<file path="src/rtl/mem_arbiter.sv">
// Two-requester arbiter (instruction fetch / data) for a single-port memory with a fixed read
// latency. Define MEM_ARB_RR_EN for round-robin arbitration; the default is data-first priority.
module mem_arbiter #(
  parameter int unsigned AW  = 10,
  parameter int unsigned DW  = 16,
  parameter int unsigned LAT = 1
) (
  input  logic          clk,
  input  logic          rst,
  input  logic          f_req,
  input  logic [AW-1:0] f_addr,
  output logic [DW-1:0] f_rdata,
  output logic          f_ack,
  input  logic          d_req,
  input  logic          d_we,
  input  logic [AW-1:0] d_addr,
  input  logic [DW-1:0] d_wdata,
  output logic [DW-1:0] d_rdata,
  output logic          d_ack,
  output logic          mem_en,
  output logic          mem_we,
  output logic [AW-1:0] mem_addr,
  output logic [DW-1:0] mem_wdata,
  input  logic [DW-1:0] mem_rdata,
  output logic          busy,
  output logic          owner
);

  typedef enum logic [1:0] {StIdle, StGrant, StWait, StResp} state_e;

  localparam logic [2:0] LatCnt = 3'(LAT);

  state_e        state_q, state_d;
  logic [2:0]    cnt_q;
  logic          own_q;
  logic          we_q;
  logic [AW-1:0] addr_q;
  logic [DW-1:0] wdata_q;
  logic [DW-1:0] f_rdata_q;
  logic [DW-1:0] d_rdata_q;
  logic          pick_d;

`ifdef MEM_ARB_RR_EN
  // last_q records the grantee of the most recent completed access; the other side wins a tie.
  logic last_q;
  assign pick_d = d_req & (~f_req | ~last_q);
`else
  assign pick_d = d_req;
`endif

  always_comb begin
    state_d = state_q;
    unique case (state_q)
      StIdle:  if (f_req | d_req) state_d = StGrant;
      StGrant: state_d = StWait;
      StWait:  if (cnt_q <= 3'd1) state_d = StResp;
      StResp:  state_d = StIdle;
      default: state_d = StIdle;
    endcase
  end

  always_ff @(posedge clk) begin
    if (rst) begin
      state_q   <= StIdle;
      cnt_q     <= 3'd0;
      own_q     <= 1'b0;
      we_q      <= 1'b0;
      addr_q    <= '0;
      wdata_q   <= '0;
      f_rdata_q <= '0;
      d_rdata_q <= '0;
`ifdef MEM_ARB_RR_EN
      last_q    <= 1'b0;
`endif
    end else begin
      state_q <= state_d;
      unique case (state_q)
        StIdle: begin
          if (f_req | d_req) begin
            own_q   <= pick_d;
            addr_q  <= pick_d ? d_addr : f_addr;
            we_q    <= pick_d & d_we;
            wdata_q <= pick_d ? d_wdata : '0;
          end
        end
        StGrant: cnt_q <= LatCnt;
        StWait: begin
          cnt_q <= cnt_q - 3'd1;
          // Final WAIT cycle: read data is valid now; writes leave both rdata registers alone.
          if (cnt_q <= 3'd1 && !we_q) begin
            if (own_q) d_rdata_q <= mem_rdata;
            else       f_rdata_q <= mem_rdata;
          end
        end
        StResp: begin
`ifdef MEM_ARB_RR_EN
          last_q <= own_q;
`endif
        end
        default: ;
      endcase
    end
  end

  assign busy      = (state_q != StIdle);
  assign owner     = busy & own_q;
  assign mem_en    = (state_q == StGrant);
  assign mem_we    = (state_q == StGrant) & we_q;
  assign mem_addr  = addr_q;
  assign mem_wdata = wdata_q;
  assign f_ack     = (state_q == StResp) & ~own_q;
  assign d_ack     = (state_q == StResp) & own_q;
  assign f_rdata   = f_rdata_q;
  assign d_rdata   = d_rdata_q;

endmodule

</file>
<file path="config.mk">
export PLATFORM = sky130hd
export DESIGN_NAME = mem_arbiter
export DESIGN_NICKNAME = d
export VERILOG_FILES = /design/src/rtl/mem_arbiter.sv
export SDC_FILE = /design/constraint.sdc
export NUM_CORES = 1
export LEC_CHECK = 0
export CELL_PAD_IN_SITES_DETAIL_PLACEMENT = 2
export CELL_PAD_IN_SITES_GLOBAL_PLACEMENT = 2
export CORE_UTILIZATION = 22
export DETAILED_ROUTE_END_ITERATION = 10
export GPL_TIMING_DRIVEN = 0
export PLACE_DENSITY = 0.83
export REMOVE_ABC_BUFFERS = 1
export SYNTH_ARGS = -nofsm -noshare
export SYNTH_HDL_FRONTEND = slang
export SYNTH_SLANG_ARGS = --single-unit
</file>
<file path="constraint.sdc">
create_clock -name clk -period 1.5 [get_ports clk]
set_input_delay 0.225 -clock clk [delete_from_list [all_inputs] [get_ports clk]]
set_output_delay 0.225 -clock clk [all_outputs]
set_load 0.02 [all_outputs]
</file>
==> impl_metrics.ini <==
[finish]
diodes = 0
final_cell_mix = 60 x dfxtp_1, 54 x clkdlybuf4s50_1, 52 x dlygate4sd2_1, 50 x nand2b_1, 43 x mux2i_1
multi_input_area_sq_um = 1510
fill_cells = 1360
fin_nets = 485
post-route-util_pct = 37.6
regArea_sq_um = 1320
drive_gt1_share_pct = 14.6
areaGrowthSynthToFinish_pct = 63.6
final_common_cell = dfxtp_1

[setup_path]
start_kind = flop
reg2reg_slack_ns = -0.02
cp.required_ns = 1.27
worst-path-max-fanout = 2
worst-setup-path-type = reg2out
endpoint_kind = output port
arrival_ns = 1.32

[routing]
routedWlPerCell_um = 15.7
routed_via_density = 4.37
initialDrtViolationCount = 27
vias = 2585
drc_errors = 0
totalWireLength_um = 9270
firstDrtPassIters = 4
ant_nets = 0

[logic_synthesis]
synth_area_sq_um = 2820
synthFlopType = dfxtp_1
synth_seq_area_share_pct = 46.2
synthCells = 294
ys_seq_elements = 65
avgSynthCellArea_sq_um = 9.58
synth-async-reset-ratio_pct = 0
synthDistinctLibCells = 27
ys_warn_count = 0
synth_edf_count = 0

[job]
max_cap_viol_count = 0

[global_route]
grt_max_degree = 46
grt_pass1_wl_um = 14500
grt_pass1_vias = 2858
overflow = 0
grt_use_total_pct = 14.4
antenna_found_initial = 0

[die]
fp.dieW_um = 115
dieArea_sq_um = 13300
initial_core_util_pct = 23.0
die_h_um = 115
row_count = 40
io_pins = 121
fp.coreArea_sq_um = 12300

[status]
violations = setup timing
status = finished with violations

[timing]
setup_viol = 4
clock_skew_ns = 0.00526
max_clock_freq_mhz = 645
min_period_over_period_pct = 103
slew_headroom_pct = 51.3
maxSlewViolCount = 0
layout_setup_ws_ns = -0.0500
fin_crit_ns = 1.55
hold_viol_final = 0
tightest_slew_ns = 0.731
rsz0062_at_grt = yes
final.setup.tns_ns = -0.112

[pwr]
finalPower_mw = 6.91
p_per_area_nw_per_um2 = 1500
ir_worst_vdd_v = 0.000456
leakage_nw = 2.11

[clocking]
cts_tree = built
clk_path_buf_depth = 2
cts.clk_slew.worst_paths_ns = 0.06
clockRootBuffer = clkbuf_16
cts_buffers = 9
htree_levels = 3
clock_latency_ns = 0.32
cts.sinks = 65

[placement]
dp_hpwl_um = 6330
gp_congestion = 0.693
io_buffer_count = 120

[worst_hold_path]
min_path_type = reg2reg
-- worst paths after layout --
| path | start | endpoint | cells past startpoint |
|---|---|---|---|
| worst max register to register | state_q[1] | state_q[0] | 5 |
| worst min-delay path | mem_wdata[5] | mem_wdata[5] | 2 |
| worst min register to register | mem_wdata[5] | mem_wdata[5] | 2 |
| worst max-delay path | state_q[0] | d_ack | 4 |
-- logic make-up (layout without fill, tap and decap cells) --
logic type,after synthesis,after routing,synth area share (%)
mux,43,43,15.3
fa+ha+maj,7,7,3.11
buf+inv,27,156,4.31
compound gates,39,39,8.66
simple gates,113,114,22.5
flops,65,65,46.2
-- synth_stat cells, drive strengths merged (3+ instances only) --
| cell | number | share of area, % |
|---|---|---|
| nand2b | 50 | 11 |
| inv | 6 | 0.80 |
| mux2i | 43 | 15 |
| a211oi | 12 | 3.2 |
| buf | 6 | 1.5 |
| nor2 | 12 | 1.6 |
| nand3 | 19 | 3.4 |
| clkbuf | 15 | 2.0 |
| a21oi | 20 | 3.6 |
| nand2 | 20 | 2.7 |
| dfxtp | 65 | 46 |
| ha | 7 | 3.1 |
| o21ai | 3 | 0.67 |
| nor2b | 3 | 0.67 |
| and2 | 3 | 0.67 |
-- area by class of cell --
cell class                      count  share of cell area, %
Sequential cell                    65                   28.5
Clock inverter                      3                  0.380
Clock buffer                       11                   5.48
Multi-Input combinational cell    203                   32.8
Inverter                            6                  0.543
Timing Repair Buffer              136                   27.7
Tap cell                          168                   4.56
-- registers in the layout (all words and copies together) (netlist names) --
name,cells
own_q,1
mem_addr,10
state_q,2
f_rdata,16
we_q,1
cnt_q,3
d_rdata,16
mem_wdata,16
-- metrics by stage --
step                hold slack (ns)  setup slack, ns  instances  area, sq um
floorplan                     0.294           -0.300        273         2720
global placement              0.439            -1.50        561         4130
detailed placement            0.449            -1.37        562         4150
CTS                           0.455          -0.0511        589         4530
global route                  0.471          -0.0982        592         4610
finish                        0.449          -0.0500        592         4610
-- critical path, cell delays in order (launching register included) --
cell     delay, ns
dfxtp_4       0.35
buf_4         0.14
ha_1          0.20
and2_1        0.16
buf_2         0.15
-- per-layer routing --
metal / routed length, um / vias up / GRT usage (%) / part of all wire, %
met3: 248 / 6 / 2.64 / 2.7
met1: 3830 / 1279 / 15.6 / 41
met5: 0 / - / 0 / 0
li1: - / 1254 / - / -
met2: 5100 / 46 / 27.7 / 55
met4: 90 / 0 / 5.19 / 0.97
-- what timing repair did --
item	CTS	global route
setup endpoints to repair	120	53
hold buffers	0	0
gates resized for setup	105	19
endpoints found under the hold margin	0	0
buffers inserted	12	3
pin swaps	5	4
gates cloned	1	0
-- power by group --
part,internal [mW],switching (mW),total [mW]
Clock,1.18,0.734,1.92
Sequential,2.05,0.226,2.27
Combinational,1.25,1.47,2.72
No activity file was read; power rests on OpenSTA's default activity.
